### config.mk
export PLATFORM = sky130hd
export DESIGN_NAME = dmem_port_arbiter
export DESIGN_NICKNAME = d
export VERILOG_FILES = /design/src/rtl/dmem_port_arbiter.sv
export SDC_FILE = /design/constraint.sdc
export NUM_CORES = 1
export LEC_CHECK = 0
export CORE_MARGIN = 2
export CORE_UTILIZATION = 49
export CTS_CLUSTER_SIZE = 25
export DETAILED_ROUTE_END_ITERATION = 10
export PLACE_DENSITY_LB_ADDON = 0.12
export RECOVER_POWER = 25
export SLEW_MARGIN = 25
export SYNTH_ARGS = -nofsm -noshare
export SYNTH_HDL_FRONTEND = slang
export SYNTH_SLANG_ARGS = --single-unit
### constraint.sdc
create_clock -name clk -period 11.2 [get_ports clk]
set_clock_uncertainty 0.2 [all_clocks]
set_input_delay 1.12 -clock clk [delete_from_list [all_inputs] [get_ports clk]]
set_output_delay 1.12 -clock clk [all_outputs]
set_load 0.02 [all_outputs]
### src/rtl/dmem_port_arbiter.sv
// -----------------------------------------------------------------------------
// dmem_port_arbiter
//   Two-requester controller for a single-port, byte-wide data memory. Port A
//   (pipeline MEM stage) and port B (debug/DMA loader) issue doubleword
//   requests; the winner of a round-robin arbitration is sequenced as
//   WORD_BYTES byte beats on the memory interface, then acknowledged.
//
//   Optional build macro: DMEM_ALIGN_CHECK_EN -- when defined, a granted
//   address that is not WORD_BYTES-aligned is rejected with err like an
//   out-of-range address.
//
// Ports
//   clk, reset            rising-edge clock, asynchronous active-high reset
//   a_req/a_we/a_addr/a_wdata  port A request (held until a_ack)
//   a_ack/a_err/a_rdata        port A completion pulse, error, read data
//   b_*                        same as port A, for port B
//   mem_addr/mem_re/mem_we/mem_wdata  byte strobes to the array
//   mem_rdata             combinational read byte for mem_addr
//   busy, owner           transfer in progress, current owner (0=A, 1=B)
// -----------------------------------------------------------------------------
module dmem_port_arbiter #(
  parameter int ADDR_W     = 64,
  parameter int MEM_BYTES  = 64,
  parameter int WORD_BYTES = 8
) (
  input  logic                         clk,
  input  logic                         reset,
  input  logic                         a_req,
  input  logic                         a_we,
  input  logic [ADDR_W-1:0]            a_addr,
  input  logic [8*WORD_BYTES-1:0]      a_wdata,
  output logic                         a_ack,
  output logic                         a_err,
  output logic [8*WORD_BYTES-1:0]      a_rdata,
  input  logic                         b_req,
  input  logic                         b_we,
  input  logic [ADDR_W-1:0]            b_addr,
  input  logic [8*WORD_BYTES-1:0]      b_wdata,
  output logic                         b_ack,
  output logic                         b_err,
  output logic [8*WORD_BYTES-1:0]      b_rdata,
  output logic [$clog2(MEM_BYTES)-1:0] mem_addr,
  output logic                         mem_re,
  output logic                         mem_we,
  output logic [7:0]                   mem_wdata,
  input  logic [7:0]                   mem_rdata,
  output logic                         busy,
  output logic                         owner
);

  localparam int MEM_AW = $clog2(MEM_BYTES);
  localparam int BW     = $clog2(WORD_BYTES);
  localparam int DW     = 8 * WORD_BYTES;

  localparam logic [1:0] S_IDLE = 2'd0;
  localparam logic [1:0] S_XFER = 2'd1;
  localparam logic [1:0] S_DONE = 2'd2;

  localparam logic [BW-1:0]   BEAT_ZERO = BW'(0);
  localparam logic [BW-1:0]   BEAT_ONE  = BW'(1);
  localparam logic [BW-1:0]   BEAT_LAST = BW'(WORD_BYTES - 1);
  localparam logic [ADDR_W:0] WORD_SPAN = (ADDR_W + 1)'(WORD_BYTES);
  localparam logic [ADDR_W:0] MEM_SPAN  = (ADDR_W + 1)'(MEM_BYTES);

  logic [1:0]        state_q,      state_d;
  logic [BW-1:0]     beat_q,       beat_d;
  logic              owner_q,      owner_d;
  logic              we_q,         we_d;
  logic [MEM_AW-1:0] addr_q,       addr_d;
  logic [DW-1:0]     wdata_q,      wdata_d;
  logic [DW-1:0]     rbuf_q,       rbuf_d;
  logic              last_grant_q, last_grant_d;
  logic              a_ack_q,      a_ack_d;
  logic              a_err_q,      a_err_d;
  logic [DW-1:0]     a_rdata_q,    a_rdata_d;
  logic              b_ack_q,      b_ack_d;
  logic              b_err_q,      b_err_d;
  logic [DW-1:0]     b_rdata_q,    b_rdata_d;
  logic [MEM_AW-1:0] mem_addr_q,   mem_addr_d;
  logic              mem_re_q,     mem_re_d;
  logic              mem_we_q,     mem_we_d;
  logic [7:0]        mem_wdata_q,  mem_wdata_d;
  logic              busy_q,       busy_d;

  logic              grant_b_s;
  logic              sel_we_s;
  logic [ADDR_W-1:0] sel_addr_s;
  logic [DW-1:0]     sel_wdata_s;
  logic [ADDR_W:0]   sel_end_s;
  logic              range_err_s;
  logic              align_err_s;

  // Arbitration and range check for the request seen in IDLE.
  always_comb begin
    // B wins when alone, or on a tie when A held the previous grant.
    grant_b_s = b_req & (~a_req | ~last_grant_q);
    if (grant_b_s) begin
      sel_we_s    = b_we;
      sel_addr_s  = b_addr;
      sel_wdata_s = b_wdata;
    end else begin
      sel_we_s    = a_we;
      sel_addr_s  = a_addr;
      sel_wdata_s = a_wdata;
    end
    // One extra bit so addresses near the top of the space cannot wrap.
    sel_end_s   = {1'b0, sel_addr_s} + WORD_SPAN;
    range_err_s = (sel_end_s > MEM_SPAN);
  end

`ifdef DMEM_ALIGN_CHECK_EN
  assign align_err_s = |sel_addr_s[BW-1:0];
`else
  assign align_err_s = 1'b0;
`endif

  // Next-state logic for the IDLE -> XFER -> DONE sequencer and its outputs.
  always_comb begin
    state_d      = state_q;
    beat_d       = beat_q;
    owner_d      = owner_q;
    we_d         = we_q;
    addr_d       = addr_q;
    wdata_d      = wdata_q;
    rbuf_d       = rbuf_q;
    last_grant_d = last_grant_q;
    a_ack_d      = 1'b0;
    a_err_d      = 1'b0;
    a_rdata_d    = a_rdata_q;
    b_ack_d      = 1'b0;
    b_err_d      = 1'b0;
    b_rdata_d    = b_rdata_q;
    mem_addr_d   = mem_addr_q;
    mem_re_d     = 1'b0;
    mem_we_d     = 1'b0;
    mem_wdata_d  = mem_wdata_q;
    busy_d       = busy_q;

    case (state_q)
      S_IDLE: begin
        if (a_req | b_req) begin
          owner_d = grant_b_s;
          we_d    = sel_we_s;
          addr_d  = sel_addr_s[MEM_AW-1:0];
          wdata_d = sel_wdata_s;
          busy_d  = 1'b1;
          if (range_err_s | align_err_s) begin
            // Rejected: acknowledge next cycle without touching the array.
            state_d = S_DONE;
            a_ack_d = ~grant_b_s;
            a_err_d = ~grant_b_s;
            b_ack_d = grant_b_s;
            b_err_d = grant_b_s;
          end else begin
            // Beat 0 strobes are registered here so they appear at T+1.
            state_d     = S_XFER;
            beat_d      = BEAT_ZERO;
            mem_addr_d  = sel_addr_s[MEM_AW-1:0];
            mem_re_d    = ~sel_we_s;
            mem_we_d    = sel_we_s;
            mem_wdata_d = sel_wdata_s[7:0];
          end
        end else begin
          busy_d = 1'b0;
        end
      end

      S_XFER: begin
        if (~we_q) begin
          rbuf_d[{beat_q, 3'b000} +: 8] = mem_rdata;
        end else begin
          rbuf_d = rbuf_q;
        end
        if (beat_q == BEAT_LAST) begin
          state_d = S_DONE;
          a_ack_d = ~owner_q;
          b_ack_d = owner_q;
          // Only a completed read replaces the owner's visible read data.
          if (~we_q & owner_q) begin
            b_rdata_d = rbuf_d;
          end else if (~we_q) begin
            a_rdata_d = rbuf_d;
          end else begin
            a_rdata_d = a_rdata_q;
          end
        end else begin
          beat_d      = beat_q + BEAT_ONE;
          mem_addr_d  = addr_q + MEM_AW'(beat_d);
          mem_re_d    = ~we_q;
          mem_we_d    = we_q;
          mem_wdata_d = wdata_q[{beat_d, 3'b000} +: 8];
        end
      end

      S_DONE: begin
        state_d      = S_IDLE;
        busy_d       = 1'b0;
        last_grant_d = owner_q;
      end

      default: begin
        state_d = S_IDLE;
        busy_d  = 1'b0;
      end
    endcase
  end

  // State and output registers; reset clears everything and favours A next.
  always_ff @(posedge clk or posedge reset) begin
    if (reset) begin
      state_q      <= S_IDLE;
      beat_q       <= BEAT_ZERO;
      owner_q      <= 1'b0;
      we_q         <= 1'b0;
      addr_q       <= '0;
      wdata_q      <= '0;
      rbuf_q       <= '0;
      last_grant_q <= 1'b1;
      a_ack_q      <= 1'b0;
      a_err_q      <= 1'b0;
      a_rdata_q    <= '0;
      b_ack_q      <= 1'b0;
      b_err_q      <= 1'b0;
      b_rdata_q    <= '0;
      mem_addr_q   <= '0;
      mem_re_q     <= 1'b0;
      mem_we_q     <= 1'b0;
      mem_wdata_q  <= 8'h00;
      busy_q       <= 1'b0;
    end else begin
      state_q      <= state_d;
      beat_q       <= beat_d;
      owner_q      <= owner_d;
      we_q         <= we_d;
      addr_q       <= addr_d;
      wdata_q      <= wdata_d;
      rbuf_q       <= rbuf_d;
      last_grant_q <= last_grant_d;
      a_ack_q      <= a_ack_d;
      a_err_q      <= a_err_d;
      a_rdata_q    <= a_rdata_d;
      b_ack_q      <= b_ack_d;
      b_err_q      <= b_err_d;
      b_rdata_q    <= b_rdata_d;
      mem_addr_q   <= mem_addr_d;
      mem_re_q     <= mem_re_d;
      mem_we_q     <= mem_we_d;
      mem_wdata_q  <= mem_wdata_d;
      busy_q       <= busy_d;
    end
  end

  assign a_ack     = a_ack_q;
  assign a_err     = a_err_q;
  assign a_rdata   = a_rdata_q;
  assign b_ack     = b_ack_q;
  assign b_err     = b_err_q;
  assign b_rdata   = b_rdata_q;
  assign mem_addr  = mem_addr_q;
  assign mem_re    = mem_re_q;
  assign mem_we    = mem_we_q;
  assign mem_wdata = mem_wdata_q;
  assign busy      = busy_q;
  assign owner     = owner_q;

endmodule

==> summary.txt <==
status: finished with violations
failing checks: max-capacitance violations, max-slew violations
dominant register cell in the synthesized netlist: dfrtp_1
CTS Buf Count: 30
sequential area share after synthesis: 46.2%
H-tree lvl count: 1
Pleak: 8.86 nW
initial core utilization: 49.8%
worst min-delay path category: reg -> reg
CP max stage delay: 770 ps
Required @ worst endpoint: 11,430 ps
die height: 183 µm
die area: 33,600 µm²
I/O pins: 420
Sinks on Clock Net: 291
number of global-route vias before repair: 14,592
CTS root buf: clkbuf_16
DRT iter0 DRCs: 1,305
Final Util: 67.2%
DRC: 0
Post-Route WL: 52,300 µm
f_max: 152 MHz
largest net degree at the start of global routing: 145
Tmin final: 6560 ps
final RePlAce weighted congestion: 0.944
# rows: 65
die width: 183 µm
Rel. slew slack: -308%
fraction of registers with async set/reset: 100%
Post-Syn Area: 15,800 µm²
Vias/cell: 5.85
Clock Path Buffers: 3
flops & latches, synth: 291
Hold-fix buffers, CTS: 0
antenna violations before repair: 1
CTS tree: yes
Fill cells: 2,559
RSZ-0062 raised after global routing: no
drt wl/cell: 20.6 µm
Antenna Violating Nets Remaining: 0
Net count, final: 2,393
detailed placement HPWL: 39,700 µm
clk_lat worst skew: 570 ps
Worst EP arrival: 6790 ps
Max-cap violations: 1
Most common cell on crit path: mux2i_1
CP bufs+invs: 3
CP delay by family, top: simple AND/OR/NAND/NOR gates
slowest CP cell: buf_4
YS warnings: 0
Post-Syn Area per Cell: 9.04 µm²
Post-Syn Nets: 2,025
P&R area growth vs syn: 34.8%
Crit Path Class: in -> reg
IO buf count: 419
Post-CTS Setup Repair Bufs: 0
Mapped Cells: 1,743
share of cells above drive strength 1: 7.31%
number of synthesized flops with an enable pin: 0
cts repair resizes: 0
final setup fails: 0
startpoint types: input pin
Vias: 14,828
Power Density: 125 nW/µm²
maximum VDD drop: 0.139 mV
crit-path max FO: 78
clock-pin slew on the worst setup and hold paths: 60 ps
TNS Setup: 0 ps
first-pass GRT wire length: 81,600 µm
Core Box Area: 31,600 µm²
period utilization: 58.6%
antenna diode count: 0
Tot GR Track Use: 30.7%
total congestion overflow: 0
ordered list of cells on the worst path: clkdlybuf4s50_1, a21boi_4, buf_4, mux2i_1, inv_1, ha_1, nand4_1, nor3_1, o221ai_2, nor4_2, nor3b_1, mux2i_1, or4_4, nor4_4, a31oi_4, mux2_4
first drt pass iteration count: 6
Worst-Margin Slew: 6080 ps
Slew Limit Fails: 145
Worst Setup End Kind: register
unique cell type count in the Yosys netlist: 78
Final Hold Viols: 0
stage by stage:
step,setup WS (ps),hold slack (ps),power (mW),area [µm²],std cells
floorplan,1850,250,1.45,15800,1743
global placement,4330,260,1.66,20200,2480
detailed placement,4160,269,1.67,20200,2481
CTS,4710,283,2.67,21200,2535
global route,4220,300,2.78,21200,2535
finish,4640,278,2.66,21200,2535
per-layer routing:
| metal | vias to the layer above | global-route usage, % | share of wire [%] |
|---|---|---|---|
| li1 | 6996 | - | - |
| met1 | 7138 | 39.7 | 41 |
| met2 | 597 | 53.3 | 50 |
| met3 | 95 | 4.98 | 6.8 |
| met4 | 2 | 8.93 | 2.9 |
| met5 | - | 0 | 0.025 |
layout by cell type, fill, tap and decap left out, types with 5 or more instances in the layout:
cell type          n
ha_1              10
o21ai_0          140
nor4b_1            8
a22oi_1           58
xnor2_1           21
clkbuf_8           7
nor4_1            18
and3_1            19
clkinv_2           8
nor2_1           148
clkdlybuf4s50_1  418
o22ai_1            6
a211oi_1          13
nor2b_1           10
buf_4             12
mux2_4             7
mux2i_1           75
nand2b_1           5
a31o_2             6
a31oi_1           16
nand2_1          326
nor3b_1           11
mux4_2            16
mux2_2            39
xor2_1            17
and2_1             5
clkbuf_16         30
nand4_1           23
nand3_1           83
a21oi_1          131
inv_1             10
or3_1              9
nor3_1            42
dfrtp_1          290
cell usage after synthesis, drive strengths merged (4+ instances only):
master / count / area (µm²)
a21o: 4 / 30.0
nor2: 149 / 559
o21ai: 140 / 701
and2: 6 / 37.5
inv: 11 / 41.3
buf: 23 / 110
and3: 19 / 119
or3: 10 / 62.6
mux2: 46 / 544
nor3b: 12 / 90.1
or4: 4 / 33.8
nand2: 326 / 1220
o31ai: 4 / 30.0
nand4: 23 / 144
nor4b: 8 / 70.1
and4: 4 / 35.0
mux2i: 76 / 764
ha: 11 / 138
a211oi: 14 / 110
mux4: 16 / 360
nor2b: 11 / 68.8
xnor2: 21 / 184
o22ai: 6 / 37.5
nand3: 83 / 415
nor3: 46 / 235
a22oi: 58 / 435
a21oi: 131 / 656
dfrtp: 290 / 7260
clkbuf: 74 / 278
nor4: 20 / 146
nand2b: 6 / 37.5
a22o: 4 / 35.0
a31o: 6 / 52.6
a31oi: 17 / 121
xor2: 17 / 149
path summary, 6_finish.rpt:
check | cells after the start | to | start | slack (ps)
hold / removal | 2 | b_rdata[50]$_DFFE_PP0P_ | b_rdata[50]$_DFFE_PP0P_ | 280
setup / recovery | 16 | mem_wdata[1]$_DFFE_PP0P_ | b_req | 4640
max in group asynchronous | 3 | wdata_q[59]$_DFFE_PP0P_ | reset | 5330
setup reg to reg | 15 | mem_wdata[1]$_DFFE_PP0P_ | last_grant_q$_DFFE_PP1N_ | 5360
min in group asynchronous | 2 | a_rdata[62]$_DFFE_PP0P_ | reset | 2750
hold reg to reg | 2 | b_rdata[50]$_DFFE_PP0P_ | b_rdata[50]$_DFFE_PP0P_ | 280
flip-flops by register name, indices dropped and copies added, names as in the netlist, 2 cells and up:
| name | cells |
|---|---|
| b_rdata | 64 |
| wdata_q | 64 |
| addr_q | 6 |
| state_q | 2 |
| rbuf_q | 64 |
| a_rdata | 64 |
| mem_wdata | 8 |
| beat_q | 3 |
| mem_addr | 6 |
layout make-up:
cell class / instances / area [µm²] / share of cell area (%)
clock inverter: 13 / 145 / 0.683
timing repair buffer: 433 / 4310 / 20.3
inverter: 11 / 42.5 / 0.200
multi-input combinational: 1344 / 8110 / 38.1
clock buffer: 41 / 862 / 4.06
tap: 402 / 503 / 2.37
sequential: 291 / 7280 / 34.3
where the power goes:
group / switching, mW / internal (mW) / total [mW]
clock network: 0.418 / 0.585 / 1.00
logic: 0.255 / 0.229 / 0.484
registers: 0.0514 / 1.12 / 1.17
total: 0.725 / 1.94 / 2.66
worst reg2reg max path, cell delays in order, from the launching register on:
cell and delay [ps]:
dfstp_2 420, a21boi_4 140, buf_4 770, mux2i_1 290
inv_1 170, ha_1 300, nand4_1 180, nor3_1 460
o221ai_2 250, nor4_2 540, nor3b_1 320, mux2i_1 120
or4_4 570, nor4_4 280, a31oi_4 330, mux2_4 400
kinds of logic after synthesis:
family,after synthesis,synth area share [%]
adder cells (fa/ha/maj),12,1.00
buffers and inverters,108,2.72
XOR/XNOR,38,2.11
AND/OR/NAND/NOR,736,21.3
flip-flops,291,46.2
multiplexers,138,10.6
AO/OA/AOI/OAI,420,16.1
(Power assumes the default switching activity.)
